==> src/rtl/object_line_scanner.sv <==
// object_line_scanner: per-frame object snapshot, per-line visibility scan and registered per-pixel hit lookup.
// Define OBJ_OVERFLOW_COUNT_EN to enable the saturating overflow_cnt counter.
module object_line_scanner #(
  parameter int NUM_OBJ      = 15,
  parameter int OBJ_SIZE     = 32,
  parameter int OFS_W        = 5,
  parameter int MAX_PER_LINE = 4
) (
  input  logic                 clk,
  input  logic                 reset_n,
  input  logic                 frame_start,
  input  logic                 line_start,
  input  logic [9:0]           next_line,
  input  logic [9:0]           draw_x,
  input  logic [10*NUM_OBJ-1:0] obj_x,
  input  logic [10*NUM_OBJ-1:0] obj_y,
  input  logic [3*NUM_OBJ-1:0]  obj_state,
  output logic                 hit,
  output logic [3:0]           hit_idx,
  output logic [2:0]           hit_state,
  output logic [OFS_W-1:0]     hit_dx,
  output logic [OFS_W-1:0]     hit_dy,
  output logic                 scan_busy,
  output logic                 line_overflow,
  output logic [7:0]           overflow_cnt
);
  localparam int CW = $clog2(MAX_PER_LINE + 1);
  localparam int AW = $clog2(MAX_PER_LINE);
  typedef enum logic [1:0] {IDLE, SCAN, SWAP} state_t;
  typedef struct packed {
    logic [3:0]       idx;
    logic [9:0]       x;
    logic [2:0]       st;
    logic [OFS_W-1:0] dy;
  } ent_t;
  logic [9:0]       sx_q [NUM_OBJ];
  logic [9:0]       sx_d [NUM_OBJ];
  logic [9:0]       sy_q [NUM_OBJ];
  logic [9:0]       sy_d [NUM_OBJ];
  logic [2:0]       ss_q [NUM_OBJ];
  logic [2:0]       ss_d [NUM_OBJ];
  ent_t             bl_q [MAX_PER_LINE];
  ent_t             bl_d [MAX_PER_LINE];
  ent_t             al_q [MAX_PER_LINE];
  ent_t             al_d [MAX_PER_LINE];
  state_t           state_q, state_d;
  logic [9:0]       line_q, line_d;
  logic [3:0]       idx_q, idx_d;
  logic [CW-1:0]    bcnt_q, bcnt_d, acnt_q, acnt_d;
  logic             bovf_q, bovf_d, lovf_q, lovf_d;
  logic             hit_q, hit_d;
  logic [3:0]       hidx_q, hidx_d;
  logic [2:0]       hst_q, hst_d;
  logic [OFS_W-1:0] hdx_q, hdx_d, hdy_q, hdy_d;
  logic [9:0]       cur_x, cur_y;
  logic [2:0]       cur_st;
  logic             vis;
  always_comb begin
    sx_d = sx_q;
    sy_d = sy_q;
    ss_d = ss_q;
    if (frame_start)
      for (int i = 0; i < NUM_OBJ; i++) begin
        sx_d[i] = obj_x[10*i +: 10];
        sy_d[i] = obj_y[10*i +: 10];
        ss_d[i] = obj_state[3*i +: 3];
      end
  end
  // 11-bit compares so objects near the 1023 edge never wrap onto low lines
  always_comb begin
    cur_x  = sx_q[idx_q - 4'd1];
    cur_y  = sy_q[idx_q - 4'd1];
    cur_st = ss_q[idx_q - 4'd1];
    vis    = (cur_st != 3'd0) && ({1'b0, line_q} >= {1'b0, cur_y}) &&
             ({1'b0, line_q} < {1'b0, cur_y} + 11'(OBJ_SIZE));
  end
  always_comb begin
    state_d = state_q;
    line_d  = line_q;
    idx_d   = idx_q;
    bcnt_d  = bcnt_q;
    bovf_d  = bovf_q;
    bl_d    = bl_q;
    al_d    = al_q;
    acnt_d  = acnt_q;
    lovf_d  = lovf_q;
    if (line_start) begin
      state_d = SCAN;
      line_d  = next_line;
      idx_d   = 4'd1;
      bcnt_d  = '0;
      bovf_d  = 1'b0;
    end else if (state_q == SCAN) begin
      if (vis && bcnt_q < CW'(MAX_PER_LINE)) begin
        bl_d[bcnt_q[AW-1:0]] = '{idx: idx_q, x: cur_x, st: cur_st, dy: OFS_W'(line_q - cur_y)};
        bcnt_d = bcnt_q + CW'(1);
      end else if (vis) begin
        bovf_d = 1'b1;
      end
      state_d = (idx_q == 4'(NUM_OBJ)) ? SWAP : SCAN;
      idx_d   = idx_q + 4'd1;
    end else if (state_q == SWAP) begin
      al_d    = bl_q;
      acnt_d  = bcnt_q;
      lovf_d  = bovf_q;
      state_d = IDLE;
    end
  end
  // Iterate high to low so the lowest matching slot overrides the rest
  always_comb begin
    hit_d  = 1'b0;
    hidx_d = '0;
    hst_d  = '0;
    hdx_d  = '0;
    hdy_d  = '0;
    for (int k = MAX_PER_LINE - 1; k >= 0; k--)
      if (CW'(k) < acnt_q && {1'b0, draw_x} >= {1'b0, al_q[k].x} &&
          {1'b0, draw_x} < {1'b0, al_q[k].x} + 11'(OBJ_SIZE)) begin
        hit_d  = 1'b1;
        hidx_d = al_q[k].idx;
        hst_d  = al_q[k].st;
        hdx_d  = OFS_W'(draw_x - al_q[k].x);
        hdy_d  = al_q[k].dy;
      end
  end
  always_ff @(posedge clk or negedge reset_n) begin
    if (!reset_n) begin
      for (int i = 0; i < NUM_OBJ; i++) begin
        sx_q[i] <= '0;
        sy_q[i] <= '0;
        ss_q[i] <= '0;
      end
      for (int k = 0; k < MAX_PER_LINE; k++) begin
        bl_q[k] <= '0;
        al_q[k] <= '0;
      end
      state_q <= IDLE;
      line_q  <= '0;
      idx_q   <= '0;
      bcnt_q  <= '0;
      acnt_q  <= '0;
      bovf_q  <= 1'b0;
      lovf_q  <= 1'b0;
      hit_q   <= 1'b0;
      hidx_q  <= '0;
      hst_q   <= '0;
      hdx_q   <= '0;
      hdy_q   <= '0;
    end else begin
      sx_q    <= sx_d;
      sy_q    <= sy_d;
      ss_q    <= ss_d;
      bl_q    <= bl_d;
      al_q    <= al_d;
      state_q <= state_d;
      line_q  <= line_d;
      idx_q   <= idx_d;
      bcnt_q  <= bcnt_d;
      acnt_q  <= acnt_d;
      bovf_q  <= bovf_d;
      lovf_q  <= lovf_d;
      hit_q   <= hit_d;
      hidx_q  <= hidx_d;
      hst_q   <= hst_d;
      hdx_q   <= hdx_d;
      hdy_q   <= hdy_d;
    end
  end
  assign hit           = hit_q;
  assign hit_idx       = hidx_q;
  assign hit_state     = hst_q;
  assign hit_dx        = hdx_q;
  assign hit_dy        = hdy_q;
  assign scan_busy     = (state_q != IDLE);
  assign line_overflow = lovf_q;
`ifdef OBJ_OVERFLOW_COUNT_EN
  logic [7:0] ocnt_q, ocnt_d;
  always_comb
    ocnt_d = frame_start ? 8'd0 :
             (state_q == SWAP && !line_start && bovf_q && ocnt_q != 8'hff) ? ocnt_q + 8'd1 : ocnt_q;
  always_ff @(posedge clk or negedge reset_n) begin
    if (!reset_n) ocnt_q <= '0;
    else          ocnt_q <= ocnt_d;
  end
  assign overflow_cnt = ocnt_q;
`else
  assign overflow_cnt = 8'd0;
`endif
endmodule

==> config.mk <==
export PLATFORM = sky130hd
export DESIGN_NAME = object_line_scanner
export DESIGN_NICKNAME = d
export VERILOG_FILES = /design/src/rtl/object_line_scanner.sv
export SDC_FILE = /design/constraint.sdc
export NUM_CORES = 1
export LEC_CHECK = 0
export ABC_AREA = 1
export ABC_CLOCK_PERIOD_IN_PS = 8050
export BUFFER_PORTS_ARGS = -buffer_cell sky130_fd_sc_hd__buf_2
export CAP_MARGIN = 20
export CORE_MARGIN = 5
export CORE_UTILIZATION = 38
export CTS_BUF_LIST = sky130_fd_sc_hd__clkbuf_8
export CTS_CLUSTER_SIZE = 20
export DETAILED_ROUTE_END_ITERATION = 16
export PLACE_DENSITY = 0.67
export SKIP_LAST_GASP = 1
export SLEW_MARGIN = 10
export SYNTH_ARGS = -nofsm -noshare
export SYNTH_HDL_FRONTEND = slang
export SYNTH_SLANG_ARGS = --single-unit
==> constraint.sdc <==
create_clock -name clk -period 8.05 [get_ports clk]
set_input_delay 0.4025 -clock clk [delete_from_list [all_inputs] [get_ports clk]]
set_output_delay 0.4025 -clock clk [all_outputs]
set_load 0.02 [all_outputs]
Word level (Yosys, flattened, before mapping)
Index checks and enable logic that the tools add are counted.
{"block": "totals", "reg_bits": 563, "out_inout_bits": 28, "wordCells": 195}
{"block": "op_classes", "n_addsub": 13, "n_lt_le_gt_ge": 18, "eq_ne": 4, "mux": 45, "bitwise": 4, "n_reduce_logical": 22}
{"cell": "$bwmux 88", "n": 1}
{"cell": "$bmux 10 s4", "n": 2}
{"cell": "$add 10x6->11 const B", "n": 5}
{"cell": "$lt 10x11->1", "n": 5}
{"cell": "$ge 10x10->1", "n": 5}
{"cell": "$demux 22 s2", "n": 1}
{"cell": "$mux 10", "n": 4}
{"cell": "$mux 5", "n": 8}
{"cell": "$mux 3", "n": 9}
{"cell": "$sub 5x5->5", "n": 5}
{"cell": "$mux 4", "n": 6}
{"cell": "$mux 22", "n": 1}
{"cell": "$bmux 3 s4", "n": 1}
{"cell": "$logic_and 1x1->1", "n": 12}
{"cell": "$reduce_and 3->1", "n": 3}
{"cell": "$mux 1", "n": 8}
{"cell": "$mux 2", "n": 4}
{"cell": "$reduce_bool 2->1", "n": 4}
{"cell": "$lt 1x3->1 const A", "n": 2}
{"cell": "$lt 2x3->1 const A", "n": 2}
{"cell": "$reduce_bool 3->1", "n": 2}
{"cell": "$ge 5x5->1 const B", "n": 1}
{"cell": "$not 4->5", "n": 1}
{"cell": "$add 4x1->4 const B", "n": 1}
{"cell": "12 further kinds", "n": 13}

Longest topological paths before layout
{"block": "logic_depth", "word_depth": 12, "depth_mapped": 34, "mapped_depth_nobuf": 27}

Least setup slack after synthesis
OpenSTA, ideal clock, no wires.
{"block": "synth_timing", "path_type": "flip-flop to flip-flop", "startpoint": "register idx_q[0]", "endpoint": "register bl_q[10] (netlist bit)", "setup_ns": 0.117, "t_arrival_ns": 4.948, "setup_slack_ns": 2.985, "path_stages_with_launch": 35, "synth_period_minus_slack_ns": 5.065, "cell_sequence": "dfrtp_1 -> inv_2 -> buf_2 -> buf_2 -> clkbuf_1 -> clkbuf_1 -> ha_1 -> buf_2 -> inv_2 -> clkbuf_1 -> buf_1 -> clkbuf_1 -> o21ai_0 -> o21ai_0 -> o211ai_1 -> nand2_1 -> inv_1 -> ha_1 -> fa_1 -> nand3b_1 -> nand2_1 -> nand2_1 -> nand2_1 -> nand2_1 -> nand2_1 -> nand2_1 -> nand3_1 -> nand2_1 -> nand2_1 -> inv_2 -> nor2_4 -> nand4_2 -> buf_6 -> nand2_1 -> nand2_1"}
{"block": "synth_via", "elab_chain_len": 10, "word_cells_on_any_way": 20, "cone_classes": "add/sub: 2; order compare: 2; mux: 10; bitwise: 1; reduce/logical: 5"}
{"element": "start: declaration", "line_no": "48", "rtl": "logic [3:0] idx_q, idx_d;"}
{"element": "start signal: assignment", "line_no": "157", "rtl": "idx_q <= idx_d;"}
{"element": "$sub 4x1->4 (*)", "line_no": "71, 72, 73"}
{"element": "$not 4->5 (not written as such) (*)", "line_no": "71, 72, 73"}
{"element": "$bmux 10 s4 or $bmux 3 s4 (tied branches)", "line_no": "72, 73"}
{"element": "$mux 10 (not written as such) or $mux 3 (tied branches) (2 in a row)", "line_no": "72, 73"}
{"element": "$add 10x6->11 (tied with other cells)", "line_no": "75", "rtl": "({1'b0, line_q} < {1'b0, cur_y} + 11'(OBJ_SIZE));"}
{"element": "$lt 10x11->1 or $logic_and 1x1->1 (tied branches)", "line_no": "75, 74"}
{"element": "$logic_and 1x1->1", "line_no": "74", "rtl": "vis = (cur_st != 3'd0) && ({1'b0, line_q} >= {1'b0, cur_y}) &&"}
{"element": "$logic_and 1x1->1", "line_no": "94", "rtl": "if (vis && bcnt_q < CW'(MAX_PER_LINE)) begin"}
{"element": "$reduce_and 3->1 (no line)"}
{"element": "end signal: assignment", "line_no": "153", "rtl": "bl_q <= bl_d;"}
{"element": "end: declaration", "line_no": "42", "rtl": "ent_t bl_q [MAX_PER_LINE];"}
Mark *: on every way between the ends. The rest lies on a longest branch, timed or not. The select of a mux whose other input is x is not followed.
A chain may end at the register's enable or synchronous reset.

Final worst setup path
{"block": "layout_timing", "startpoint": "register idx_q[0]", "endpoint": "register bl_q[50] (netlist bit)"}
{"block": "layout_via", "elab_chain_len": 10, "word_cells_on_any_way": 17, "cone_classes": "add/sub: 2; order compare: 2; mux: 7; bitwise: 1; reduce/logical: 5"}
{"element": "$sub 4x1->4 (*)", "line_no": "72, 73"}
{"element": "$not 4->5 (not written as such) (*)", "line_no": "72, 73"}
{"element": "$bmux 10 s4 or $bmux 3 s4 (tied branches)", "line_no": "72, 73"}
{"element": "$mux 10 (not written as such) or $mux 3 (tied branches) (2 in a row)", "line_no": "72, 73"}
{"element": "$add 10x6->11 (tied with other cells)", "line_no": "75"}
{"element": "$lt 10x11->1 or $logic_and 1x1->1 (tied branches)", "line_no": "75, 74"}
{"element": "$logic_and 1x1->1", "line_no": "74"}
{"element": "$logic_and 1x1->1", "line_no": "94"}
{"element": "$reduce_and 3->1 (no line)"}
Marks and branches as above.

==> flow_summary.yaml <==
worst_hold_path:
  hold_end: "sx_q[134]"
  hp-class: "input pin to flop"
  hold_depth: 3
  hold_path_startpoint: "obj_x[14]"
pwr:
  power_mw: 7.75
  clkPwrFrac_pct: 34.0
  switching_power_mw: 2.54
  ir_drop_v: 0.000151
  pwr-share-comb_pct: 22.9
  cellInternalPower_mw: 5.21
  seqPwrFrac_pct: 43.1
  switching_share_pct: 32.7
  power_density_mw_per_mm2: 218
  p_leak_nw: 17.8
logic_synthesis:
  synth-seq-area-share_pct: 51.1
  synthTopCellsByArea: "dfrtp_1 51%, nand2_1 8.7%, mux2_2 8.3%"
  syn_inst: 3044
  ys_warn_count: 0
  synth_seq_cells: 563
  synth_ff_type: "dfrtp_1"
  syn_avg_cell_area_um2: 9.05
  netlist_area_mm2: 0.0276
  synth.largest_area_cell: "dfrtp_1"
  synth_cell_types: 43
  synth_edf_count: 0
  synth_top_area_share_pct: 51.1
  async_flop_share_pct: 100
layout:
  fin_area_mm2: 0.0355
  fin_cells: 4741
  nets: 4169
  area_delta_synth_final_pct: 29.0
  drive_gt1_share_pct: 20.7
sta:
  finClkSkew_ns: 0.0481
  hold_viol: 0
  setup_tns_ns: 0
  finalSetupViolCount: 0
  post-route-period-util_pct: 71.3
  post-route-min-period_ns: 5.74
  slew_headroom_pct: 26.7
  worst_pin_slew_ns: 1.10
  whs_ns: 0.0492
  slew_viol_final: 0
  rsz0062_at_grt: "false"
  fmax_ghz: 0.174
die:
  rows: 98
  fp.dieH_um: 279
  die-area_mm2: 0.0780
  io_pins: 397
  start_util_pct: 38.4
  die_w_um: 279
  fp.coreArea_mm2: 0.0717
run_status:
  outcome: "complete, no violations"
placed_design:
  place.gp.congestion: 0.841
  placed_area_mm2: 0.0301
  dp_hpwl_um: 59700
  dp.cells: 4216
  numPortBuffers: 388
setup_path:
  r2r.worst_path.cells: 24
  crit_top_cell: "nand2_1"
  r2r_end: "bl_q[50]"
  slowest_stage: "buf_4"
  required_ns: 8.61
  crit_start: "idx_q[0]"
  path_cells: "buf_4, buf_4, o21ai_0, a21oi_1, o311ai_0, nand2_1, inv_1, ha_1, fa_1, nand3b_1, nand2_1, nand2_1, nand2_1, nand2_1, nand2_1, nand2_1, nand3_1, nand2_1, nand2_1, inv_2, nor2_4, nand4_2, nand2_1, nand2_1"
  cp_max_fo: 88
  rrSetupSlack_ns: 2.31
  worstSetupEndpointType: "flop"
  slowest_delay_ns: 0.77
  r2r_start: "idx_q[0]"
  setup.worst_path.class: "flop to flop"
  cp-start-kind: "flop"
  arrival_ns: 6.29
clock_tree:
  clock_latency_ns: 0.71
  cts-resized-gates: 0
  post_cts_buffers: 0
  root_buffer: "clkbuf_8"
  hold_buffers: 348
  h-tree-depth: 3
  clkSlewWorstSetupHoldPaths_ns: 0.06
  clock_sinks: 563
  cts_buffer_depth: 3
  cts_made_buffers: 94
  cts_tree: "yes"
route:
  routed_wl_um: 92600
  via_per_inst: 5.20
  drc: 0
  final_antenna_net_count: 0
  firstDrtPassIters: 5
  drt_iter0_drc: 2262
  wire_per_inst_um: 19.5
  vias: 24666
grt:
  grt_overflow: 0
  grt_max_degree: 233
  track_usage_pct: 23.0
  grt_pass1_wl_um: 142000
  antenna_found_initial: 15
  grt_pass1_vias: 24904
run:
  cap_violations: 0
## routing by layer
metal	global-route usage (%)	vias up	share of wire [%]
li1	-	11478	-
met1	30.1	11857	42
met2	36.6	1052	46
met3	5.23	269	7.5
met4	10.5	10	4.8
met5	0	-	0.070
## cells in the mapped netlist, types with 19 or more instances
| cell | count |
|---|---|
| a21oi_1 | 218 |
| buf_2 | 28 |
| clkbuf_1 | 132 |
| dfrtp_1 | 563 |
| ha_1 | 85 |
| inv_1 | 288 |
| mux2_2 | 202 |
| nand2_1 | 639 |
| nand3_1 | 195 |
| nand4_1 | 94 |
| nor2_1 | 84 |
| o21ai_0 | 347 |
| xor2_1 | 19 |
## stage by stage
step           worst slack, ns  utilization [%]
6_report                  2.31             49.5
5_1_grt                   1.87             49.5
4_1_cts                   2.35             49.5
3_5_place_dp              2.38             42.0
3_3_place_gp              2.31             41.9
2_1_floorplan             2.98                -
## registers in the layout, summed over array words and instances (netlist names), 5 cells and up
register  count
bl_q         88
ss_q         45
hit_dx        5
line_q       10
hit_dy        5
sx_q        150
al_q         88
sy_q        150
## final cells by class
class	count	area [µm²]
Fill cell	6392	36200
Inverter	299	1130
Sequential cell	563	14100
Clock inverter	51	344
Tap cell	950	1190
Antenna cell	10	25.0
Timing Repair Buffer	758	5670
Multi-Input combinational cell	1994	11500
Clock buffer	116	1600
## cell families after synthesis
| group | Yosys count | share of synthesized area (%) |
|---|---|---|
| adders and majority gates | 90 | 4.22 |
| xor gates and xnor gates | 28 | 0.890 |
| DFF | 563 | 51.1 |
| other | 1 | 0.0136 |
| AOI/OAI and AO/OA | 618 | 11.6 |
| and+or+nand+nor | 1048 | 16.5 |
| muxes | 202 | 8.25 |
| buffers and inverters | 494 | 7.34 |
## power by group through the flow
stage	Clock [mW]	Combinational (mW)	Sequential, mW
after floorplan	0	1.09	3.29
after global placement	0	1.58	3.38
after detailed placement	0	1.61	3.38
after CTS	2.68	1.75	3.33
after global routing	2.80	1.95	3.37
final	2.63	1.78	3.34
## placed cells by master, fill, tap and decap left out, types with 94 or more instances in the layout
master,n
inv_1,320
clkbuf_8,116
buf_2,386
a21oi_1,218
o21ai_0,347
mux2_2,202
nand3_1,194
nand2_1,639
dfrtp_1,562
nand4_1,94
dlygate4sd3_1,348
## worst max-delay path, delay by kind of cell (launching register included)
family                     cells  cell delay (ns)
AOI/OAI and AO/OA              3             0.56
buffers and inverters          4             1.62
adders and majority gates      2             0.61
and+or+nand+nor               15             1.98
DFF                            1             0.66
## how the worst max path moves through the flow
stage / end
after floorplan: bl_q[10]
final: bl_q[50]
after global routing: bl_q[62]
after CTS: bl_q[45]
after detailed placement: bl_q[50]
after global placement: bcnt_q[0]
Note: power is estimated with default switching activity, not from simulation.
